## config.mk

```make
export PLATFORM = sky130hd
export DESIGN_NAME = pill_line_plant_sim
export DESIGN_NICKNAME = d
export VERILOG_FILES = /design/src/rtl/pill_line_plant_sim.sv
export SDC_FILE = /design/constraint.sdc
export NUM_CORES = 1
export LEC_CHECK = 0
export CORE_UTILIZATION = 50
export DETAILED_ROUTE_END_ITERATION = 10
export GPL_ROUTABILITY_DRIVEN = 0
export PLACE_DENSITY = 0.71
export SLEW_MARGIN = 20
export SYNTH_ARGS = -nofsm -noshare
export SYNTH_HDL_FRONTEND = slang
export SYNTH_SLANG_ARGS = --single-unit
```

## constraint.sdc

```tcl
create_clock -name clk_1khz -period 5.9 [get_ports clk_1khz]
set_clock_uncertainty 0.05 [all_clocks]
set_input_delay 0.885 -clock clk_1khz [delete_from_list [all_inputs] [get_ports clk_1khz]]
set_output_delay 0.885 -clock clk_1khz [all_outputs]
set_load 0.01 [all_outputs]
```

## src/rtl/pill_line_plant_sim.sv

```systemverilog
// Plant model of the bottling line hopper and conveyor.
// Produces pill pulses, bottle-in-place and conveyor status from controller
// commands, with fault switches (hopper stop, conveyor jam), manual pill and
// refill buttons, and BCD tallies of pills emitted and bottles moved.
module pill_line_plant_sim #(
  parameter int PILL_PERIOD = 1000,
  parameter int PULSE_W     = 100,
  parameter int MOVE_TIME   = 2000,
  parameter int STOCK_INIT  = 500,
  parameter int STOCK_W     = 10
) (
  input  logic        clk_1khz,
  input  logic        switch_clr,
  input  logic        run_req,
  input  logic        switch_req,
  input  logic        hopper_stop,
  input  logic        conveyor_stop,
  input  logic        manual_add,
  input  logic        refill,
  output logic        pill_pulse,
  output logic        bottle_in_place,
  output logic        conveyor_ok,
  output logic        hopper_empty,
  output logic [11:0] pill_bcd,
  output logic [7:0]  bottle_bcd
);
  localparam int PW = $clog2(PILL_PERIOD + 1);
  localparam int WW = $clog2(PULSE_W + 1);
  localparam int MW = $clog2(MOVE_TIME + 1);
  localparam logic [PW-1:0]      PER_LAST   = PW'(PILL_PERIOD - 1);
  localparam logic [WW-1:0]      PULSE_LAST = WW'(PULSE_W - 1);
  localparam logic [MW-1:0]      MOVE_LAST  = MW'(MOVE_TIME - 1);
  localparam logic [STOCK_W-1:0] STOCK_RST  = STOCK_W'(STOCK_INIT);

  typedef enum logic [1:0] {IDLE, DISPENSE, MOVING, JAMMED} state_t;

  state_t             state, nxt;
  logic [PW-1:0]      period_cnt;
  logic [WW-1:0]      pulse_cnt;
  logic [MW-1:0]      move_cnt;
  logic [STOCK_W-1:0] stock;
  logic [2:0]         man_sync, ref_sync;
  logic               sw_q;
  logic               sw_edge, man_edge, ref_edge;
  logic               move_done, bottle_done, auto_pill, emit;

  function automatic logic [3:0] dinc(input logic [3:0] d);
    return (d == 4'd9) ? 4'd0 : d + 4'd1;
  endfunction

  function automatic logic [11:0] bcd3_inc(input logic [11:0] v);
    logic [11:0] r;
    r[3:0]  = dinc(v[3:0]);
    r[7:4]  = (v[3:0] == 4'd9) ? dinc(v[7:4]) : v[7:4];
    r[11:8] = (v[7:0] == 8'h99) ? dinc(v[11:8]) : v[11:8];
    return r;
  endfunction

  function automatic logic [7:0] bcd2_inc(input logic [7:0] v);
    logic [7:0] r;
    r[3:0] = dinc(v[3:0]);
    r[7:4] = (v[3:0] == 4'd9) ? dinc(v[7:4]) : v[7:4];
    return r;
  endfunction

  // buttons go through two sync flops, the third flop gives the rising edge;
  // switch_req comes from on-board logic and only needs edge detection
  always_ff @(posedge clk_1khz or negedge switch_clr)
    if (!switch_clr) begin
      man_sync <= '0;
      ref_sync <= '0;
      sw_q     <= 1'b0;
    end else begin
      man_sync <= {man_sync[1:0], manual_add};
      ref_sync <= {ref_sync[1:0], refill};
      sw_q     <= switch_req;
    end

  assign sw_edge     = switch_req & ~sw_q;
  assign man_edge    = man_sync[1] & ~man_sync[2];
  assign ref_edge    = ref_sync[1] & ~ref_sync[2];
  assign move_done   = (state == MOVING) && (move_cnt == MOVE_LAST);
  assign bottle_done = ~conveyor_stop & (move_done | (state == JAMMED));
  // a pulse still running swallows the automatic slot rather than overlapping
  assign auto_pill   = (state == DISPENSE) && (period_cnt == '0) && !hopper_stop &&
                       (stock != '0) && !pill_pulse;
  assign emit        = auto_pill | (man_edge & ~pill_pulse);

  // state register
  always_ff @(posedge clk_1khz or negedge switch_clr)
    if (!switch_clr) state <= IDLE;
    else             state <= nxt;

  // next-state: a bottle request beats run_req; requests while moving are ignored
  always_comb begin
    nxt = state;
    unique case (state)
      IDLE:     if (sw_edge) nxt = MOVING; else if (run_req) nxt = DISPENSE;
      DISPENSE: if (sw_edge) nxt = MOVING; else if (!run_req) nxt = IDLE;
      MOVING:   if (move_done) nxt = conveyor_stop ? JAMMED : (run_req ? DISPENSE : IDLE);
      JAMMED:   if (!conveyor_stop) nxt = IDLE;
      default:  nxt = IDLE;
    endcase
  end

  // period and move timers; each restarts from zero whenever its state is left
  always_ff @(posedge clk_1khz or negedge switch_clr)
    if (!switch_clr) begin
      period_cnt <= '0;
      move_cnt   <= '0;
    end else begin
      if (state == DISPENSE && nxt == DISPENSE)
        period_cnt <= (period_cnt == PER_LAST) ? '0 : period_cnt + 1'b1;
      else
        period_cnt <= '0;
      move_cnt <= (state == MOVING && !move_done) ? move_cnt + 1'b1 : '0;
    end

  // pill pulse generator and pill tally; a started pulse always runs its full width
  always_ff @(posedge clk_1khz or negedge switch_clr)
    if (!switch_clr) begin
      pill_pulse <= 1'b0;
      pulse_cnt  <= '0;
      pill_bcd   <= '0;
    end else if (emit) begin
      pill_pulse <= 1'b1;
      pulse_cnt  <= PULSE_LAST;
      pill_bcd   <= bcd3_inc(pill_bcd);
    end else if (pill_pulse) begin
      if (pulse_cnt == '0) pill_pulse <= 1'b0;
      else                 pulse_cnt  <= pulse_cnt - 1'b1;
    end

  // hopper stock: refill wins over an automatic decrement; manual pills are free
  always_ff @(posedge clk_1khz or negedge switch_clr)
    if (!switch_clr) begin
      stock        <= STOCK_RST;
      hopper_empty <= 1'b0;
    end else begin
      if (ref_edge)       stock <= STOCK_RST;
      else if (auto_pill) stock <= stock - 1'b1;
      hopper_empty <= (stock == '0);
    end

  // conveyor outputs and bottle tally, aligned with the state register
  always_ff @(posedge clk_1khz or negedge switch_clr)
    if (!switch_clr) begin
      bottle_in_place <= 1'b1;
      conveyor_ok     <= 1'b0;
      bottle_bcd      <= '0;
    end else begin
      bottle_in_place <= !(nxt == MOVING || nxt == JAMMED);
      conveyor_ok     <= ~conveyor_stop & (state != JAMMED);
      if (bottle_done) bottle_bcd <= bcd2_inc(bottle_bcd);
    end
endmodule

```

==> key figures, run 1 <==
Outcome
  • Status: finished, final reports clean

Pwr
  • Pwr per Cell Area: 286 mW/mm^2
  • Maximum VDD drop: 210 uV
  • Leakage: 1.67 nW

Drt
  • Post-Route WL: 5930 um
  • Pre-Repair DR Iteration Count: 4
  • Routed vias: 2407
  • Via density: 5.42
  • DRT antenna net count: 0
  • DRC Markers: 0
  • 1st-iter DRT viols: 125
  • Routed length per instance: 13.4 um

Die
  • Die Wd: 84.5 um
  • Number of core rows: 29
  • Core box area: 0.00646 mm^2
  • Initial Util: 0.527
  • DIE AREA: 0.00714 mm^2
  • I/O pin count: 32
  • Die Ht: 84.5 um

Timing
  • Hold slack: 0.304 ns
  • RSZ-0062 raised after global routing: no
  • Final worst path period share: 0.467
  • Final setup fails: 0
  • Max-slew violations: 0
  • Final setup TNS: 0 ns
  • Final min period: 2.75 ns
  • Final Hold Fails: 0
  • Worst slew pin tran: 0.894 ns
  • Worst slew margin: 0.404
  • F_max: 0.363 GHz

Synth
  • Sequential fraction of the synthesis area: 0.525
  • Synthesis-stage register bit count: 71
  • Post-synthesis cell type count: 60
  • Synth Area per Inst: 10.6 um^2
  • Synth Area in Compound Gates: 0.0629
  • Post-synthesis xor/xnor area fraction: 0.108
  • Synthesized area: 0.00340 mm^2
  • Post-Synth Simple-Gate Area: 0.253
  • Async SR Flop Fraction: 1.00
  • Synthesized instance count: 321
  • Synthesized Nets: 335
  • EDFF count, synth: 0
  • YS warnings: 0
  • Main combinational cell family by area after synthesis: simple AND/OR/NAND/NOR gates
  • Commonest register cell after synthesis: dfrtp_1
  • Synth Area in Adders: 0.0221
  • Post-synthesis mux area share: 0.00772

Critical path
  • WP data required: 6.07 ns
  • Crit path arrival time: 2.93 ns
  • Crit end category: flop
  • Critical path fanouts, max: 14
  • Kind of critical path: in -> reg
  • Worst reg2reg startpoint: stock[0]
  • Critical path origin: hopper_stop
  • CP Launch Type: input port

Layout
  • Area growth syn-to-layout: 16.7%
  • Fill cells: 560
  • ANT cells: 0
  • Layout Utilization: 0.615
  • Layout cells sized above 1: 0.112
  • Cell Count, Final, Fillers Out: 444
  • Nets@finish: 376

Clock network
  • TritonCTS Buffers: 9
  • Root buffer cell: clkbuf_8
  • Post-CTS Setup Repair Bufs: 0
  • Clock buffer depth: 2
  • CTS tree: yes
  • Clock latency on the worst-skew pair: 0.34 ns
  • H-Tree Depth: 3
  • Reg clk slew, reported paths: 0.07 ns
  • Hold buffer count at CTS: 0
  • Clock sinks: 71
  • Post_cts resized: 0

Place
  • Post-DP HPWL: 4130 um
  • Placed insts: 428
  • Port bufs: 31

Global route
  • Global-route wire length before repair: 10200 um
  • Pin count of the biggest net entering global routing: 72
  • GR Overflow Total: 0
  • Vias in the first global route: 2289
  • Initial antenna violation count: 0
  • GRT Total Usage: 0.183

Hold path
  • HP Start: man_sync[0]
  • Hold/Removal Path Class: reg -> reg

Run
  • MaxCap Viol Count: 0
[metrics by stage]
| step | total power, mW | cell area (um^2) | setup slack (ns) |
|---|---|---|---|
| floorplan | 0.705 | 3400 | 3.74 |
| finish | 1.14 | 3970 | 3.15 |
| CTS | 1.15 | 3970 | 3.17 |
| global route | 1.20 | 3970 | 3.04 |
| global placement | 0.802 | 3790 | 2.87 |
| detailed placement | 0.806 | 3790 | 2.81 |
[Yosys cell counts (2+ instances only)]
cell type | count | area share
xnor2_1 | 29 | 0.075
nor2_1 | 47 | 0.052
o211ai_1 | 2 | 0.0044
o21bai_1 | 3 | 0.0066
dfstp_2 | 7 | 0.054
or3_1 | 4 | 0.0074
nor3_1 | 9 | 0.013
inv_1 | 15 | 0.017
nor4_1 | 6 | 0.011
a21o_1 | 3 | 0.0066
o21ai_0 | 2 | 0.0029
a21oi_1 | 4 | 0.0059
and3b_1 | 2 | 0.0051
nand3_1 | 11 | 0.016
ha_1 | 6 | 0.022
nand2_1 | 26 | 0.029
xor2_1 | 13 | 0.033
nor3b_1 | 4 | 0.0088
and3_1 | 9 | 0.017
dfrtp_1 | 64 | 0.47
nand4_1 | 4 | 0.0074
nor2b_1 | 7 | 0.013
a22o_1 | 2 | 0.0051
nand3b_1 | 2 | 0.0044
nor4b_1 | 2 | 0.0051
nand2b_1 | 4 | 0.0074
[where the power goes]
group          leakage [nW]  switching [mW]  total, mW  internal [mW]
Clock                0.0894           0.168      0.342          0.175
Sequential            0.891          0.0524      0.589          0.536
Combinational         0.686           0.101      0.205          0.104
[worst max-delay path, cell delays in order]
cell and delay [ns]:
clkdlybuf4s50_1 0.44, nor3b_1 0.20, nand4_1 0.24, o21ai_2 0.54, and4_4 0.33, mux2_4 0.29
[flip-flops by register name, indices dropped and copies added (netlist names)]
signal	cells
conveyor_ok	1
man_sync	3
hopper_empty	1
move_cnt	11
ref_sync	3
period_cnt	10
stock	10
pill_pulse	1
sw_q	1
state	2
bottle_bcd	8
bottle_in_place	1
pill_bcd	12
pulse_cnt	7
[worst paths after layout]
| check | to | slack [ns] | cells past startpoint |
|---|---|---|---|
| setup / recovery | pill_bcd[9] | 3.15 | 6 |
| hold / removal | man_sync[1] | 0.30 | 0 |
| setup reg to reg | pill_bcd[9] | 3.49 | 7 |
| hold reg to reg | man_sync[1] | 0.30 | 0 |
| max in group asynchronous | pill_bcd[2] | 4.50 | 2 |
| min in group asynchronous | bottle_bcd[3] | 0.68 | 2 |
[metal layers]
layer	global-route usage	vias up	wire length (um)
met2	0.282	29	2720
met1	0.253	1183	2980
met5	0	-	0
met4	0.0632	0	71
met3	0.0501	6	161
li1	-	1189	-
[cell usage in the layout, fill, tap and decap left out, types with 2 or more instances in the layout]
| master | netlist | routed |
|---|---|---|
| a21o_1 | 3 | 3 |
| xnor2_1 | 29 | 29 |
| xor2_1 | 13 | 13 |
| o21ai_0 | 2 | 2 |
| nand2b_1 | 4 | 4 |
| nor3b_1 | 4 | 4 |
| nand3_1 | 11 | 11 |
| clkbuf_8 | 0 | 11 |
| dfrtp_1 | 64 | 64 |
| a22o_1 | 2 | 2 |
| nor2b_1 | 7 | 7 |
| nor3_1 | 9 | 9 |
| clkbuf_1 | 0 | 2 |
| o211ai_1 | 2 | 2 |
| nor2_1 | 47 | 47 |
| nand3b_1 | 2 | 2 |
| ha_1 | 6 | 6 |
| nand2_1 | 26 | 26 |
| nand4_1 | 4 | 4 |
| nor4b_1 | 2 | 2 |
| a21oi_1 | 4 | 4 |
| clkdlybuf4s50_1 | 0 | 30 |
| and3b_1 | 2 | 2 |
| nor4_1 | 6 | 6 |
| clkinv_2 | 0 | 2 |
| o21bai_1 | 3 | 3 |
| or3_1 | 4 | 4 |
| and3_1 | 9 | 9 |
| inv_1 | 15 | 15 |
| dfstp_2 | 7 | 7 |
[cells by family (layout without fill, tap and decap cells)]
group | after synthesis | in the layout
AO/OA/AOI/OAI | 28 | 28
flip-flops | 71 | 71
buffers and inverters | 17 | 63
multiplexers | 2 | 2
adder cells (fa/ha/maj) | 6 | 6
XOR/XNOR | 42 | 42
AND/OR/NAND/NOR | 155 | 155
[cell type report]
class / count / area [um^2] / share of cell area
tap: 77 / 96.3 / 0.0243
clock buffer: 13 / 159 / 0.0400
inverter: 15 / 56.3 / 0.0142
multi-input combinational: 233 / 1540 / 0.389
sequential: 71 / 1790 / 0.450
timing repair buffer: 32 / 313 / 0.0788
clock inverter: 3 / 17.5 / 0.00441
Note: power is estimated with default switching activity, not from simulation.
==> run 2: changes to the inputs <==
--- a/config.mk
+++ b/config.mk
@@ -8,7 +8,7 @@
 export CORE_UTILIZATION = 50
 export DETAILED_ROUTE_END_ITERATION = 10
 export GPL_ROUTABILITY_DRIVEN = 0
-export PLACE_DENSITY = 0.71
+export PLACE_DENSITY = 0.74
 export SLEW_MARGIN = 20
 export SYNTH_ARGS = -nofsm -noshare
 export SYNTH_HDL_FRONTEND = slang
==> constraint.sdc (replaced) <==
create_clock -name clk_1khz -period 2.48 [get_ports clk_1khz]
set_clock_uncertainty 0.05 [all_clocks]
set_input_delay 0.372 -clock clk_1khz [delete_from_list [all_inputs] [get_ports clk_1khz]]
set_output_delay 0.372 -clock clk_1khz [all_outputs]
set_load 0.01 [all_outputs]
==> run 2 against run 1 <==
Net effect: the flow now finishes with violations (DRC); sequential share of layout area decreased by 0.85 points; clock power grew to 2.7 times the previous value; worst hold slack worse by 0.00058 ns; global-route usage increased by 1.1 points; setup slack lost 2.9 ns; register-to-register slack lost 3.3 ns; power is 150% higher; combinational power rose by 140%; via count down 0.29%; flip-flop and latch count unchanged; first-iteration DRC count grew 8.0%.
==> key figures, run 2 (synthesized netlist as in run 1, its figures left out) <==
Outcome
  • Status: complete, but fails checks
  • Failing checks: DRC

Layout
  • Layout Utilization: 0.627 (+0.0118)
  • Max reg flops: 12 (unchanged)
  • Largest Register: pill_bcd
  • ANT cells: 0 (unchanged)
  • Area growth syn-to-layout: 19.0%
  • Highest-count cells in the layout ignoring fill and taps: dfrtp_1, nor2_1, clkdlybuf4s50_1
  • Fill cells: 558 (-0.36%)
  • Top flop regs: pill_bcd (12), move_cnt (11)
  • Nets@finish: 383 (+1.9%)
  • Layout cells sized above 1: 0.131 (+0.0193)
  • Commonest non-fill, non-tap cell in the layout: dfrtp_1

Global route
  • Global-route wire length before repair: 10900 um (+6.6%)
  • Vias in the first global route: 2365 (+3.3%)
  • Initial antenna violation count: 0 (unchanged)
  • GRT Total Usage: 0.195 (+0.0113)
  • Pin count of the biggest net entering global routing: 45 (-38%)
  • GR Overflow Total: 0 (unchanged)

Timing
  • Final setup TNS: 0 ns (unchanged)
  • Final worst path period share: 0.907
  • Worst slew pin tran: 0.547 ns (-0.346 ns)
  • Worst slew margin: 0.634 (+0.230)
  • Final Hold Fails: 0 (unchanged)
  • RSZ-0062 raised after global routing: no
  • Final min period: 2.25 ns
  • Hold slack: 0.303 ns (-0.000578 ns)
  • F_max: 0.444 GHz
  • Final worst slack: 0.230 ns (-2.92 ns)
  • Final setup fails: 0 (unchanged)
  • Max-slew violations: 0 (unchanged)

Drt
  • Metal3 WL: 155 um (-3.7%)
  • 1st-iter DRT viols: 135 (+8.0%)
  • Highest metal used: met4
  • Post-Route WL: 6130 um (+3.4%)
  • Routed length per instance: 13.6 um (+1.8%)
  • M1 WL: 2960 um (-0.57%)
  • Via density: 5.32 (-1.8%)
  • DRC Markers: 2 (+2)
  • Routed vias: 2400 (-0.29%)
  • Met2 WL: 2890 um (+6.4%)
  • DRT antenna net count: 0 (unchanged)
  • Pre-Repair DR Iteration Count: 7 (+3)

Clock network
  • Clock buffer depth: 2 (unchanged)
  • Clock sinks: 71 (unchanged)
  • Reg clk slew, reported paths: 0.07 ns (about the same)
  • H-Tree Depth: 3 (unchanged)
  • Root buffer cell: clkbuf_8
  • Post_cts resized: 0 (unchanged)
  • CTS tree: yes
  • TritonCTS Buffers: 9 (unchanged)
  • Clock latency on the worst-skew pair: 0.34 ns (about the same)

Critical path
  • CP Launch Type: flop
  • Crit end category: flop
  • Reg-to-reg setup timing slack: 0.23 ns (-3.26 ns)
  • Crit path arrival time: 2.43 ns (-0.50 ns)
  • Critical path fanouts, max: 6 (-8)
  • Worst reg2reg startpoint: stock[0]
  • WP data required: 2.66 ns (-3.41 ns)
  • Critical path origin: stock[0]
  • Reg-to-Reg End: pill_bcd[11]
  • CP Capture Point: pill_bcd[11]
  • Kind of critical path: reg -> reg
  • Reg2reg path depth: 8 (+1)

Die
  • I/O pin count: 32 (unchanged)
  • Die Ht: 84.5 um (unchanged)
  • Number of core rows: 29 (unchanged)
  • DIE AREA: 0.00714 mm^2 (unchanged)
  • Initial Util: 0.527 (unchanged)
  • Die Wd: 84.5 um (unchanged)
  • Core box area: 0.00646 mm^2 (unchanged)

Pwr
  • Pwr per Cell Area: 694 mW/mm^2 (+140%)
  • Leakage: 1.71 nW (+2.6%)
  • Maximum VDD drop: 433 uV (+110%)
  • Total power: 2.81 mW (+150%)

Hold path
  • HP Start: ref_sync[0]
  • Hold/Removal Path Class: reg -> reg

Run
  • MaxCap Viol Count: 0 (unchanged)

Place
  • DP Worst Slack: 0.160 ns (-2.65 ns)
  • Port bufs: 31 (unchanged)
  • Post-DP HPWL: 4390 um (+6.4%)
run 2: cell count changes in the layout (fill, tap and decap cells not counted), sizes merged:
cell / delta
buf: +6
bufinv: +1
clkbuf: -3
clkinv: +1
clkinvlp: +1
dlygate4sd3: +1
run 2: layout make-up:
cell class / count / area (um^2) / area share
Clock buffer: 10 / 138 / 0.0340
Inverter: 15 / 56.3 / 0.0139
Multi-Input combinational cell: 233 / 1540 / 0.381
Timing Repair Buffer: 39 / 368 / 0.0909
Clock inverter: 6 / 60.1 / 0.0148
Sequential cell: 71 / 1790 / 0.441
Tap cell: 77 / 96.3 / 0.0238
run 2: through the flow:
stage               std cells  area (um^2)
floorplan                 321         3400
finish                    451         4050
global placement          434         3840
global route              451         4050
CTS                       451         4050
detailed placement        434         3840
run 2: repair_timing:
action	4_1_cts	5_1_grt
setup buffers	0	0
hold buffers	1	0
hold endpoints to repair	21	0
run 2: worst min path at each step:
| stage | slack (ns) | endpoint | depth (start not counted) |
|---|---|---|---|
| detailed placement | 0.29 | ref_sync[1] | 0 |
| floorplan | 0.03 | bottle_bcd[0] | 0 |
| finish | 0.30 | ref_sync[1] | 0 |
| CTS | 0.31 | ref_sync[1] | 0 |
| global route | 0.31 | ref_sync[1] | 0 |
| global placement | 0.28 | man_sync[1] | 0 |
run 2: report_power, final:
group / switching (mW) / leakage, nW / internal, mW
Combinational: 0.242 / 0.721 / 0.251
Clock: 0.433 / 0.0981 / 0.486
Sequential: 0.122 / 0.891 / 1.28
run 2: critical path: stages, from the launching register on:
cell and delay (ns):
dfrtp_1 0.40, inv_1 0.07, ha_1 0.16, or4b_4 0.50, nor3_4 0.21, o21ai_2 0.13
buf_4 0.18, a41o_2 0.21, a22o_1 0.22
run 2: routing by layer:
metal | track usage | vias to the layer above
met1 | 0.263 | 1153
met4 | 0.0986 | 0
li1 | - | 1205
met2 | 0.304 | 31
met3 | 0.0354 | 11
met5 | 0 | -
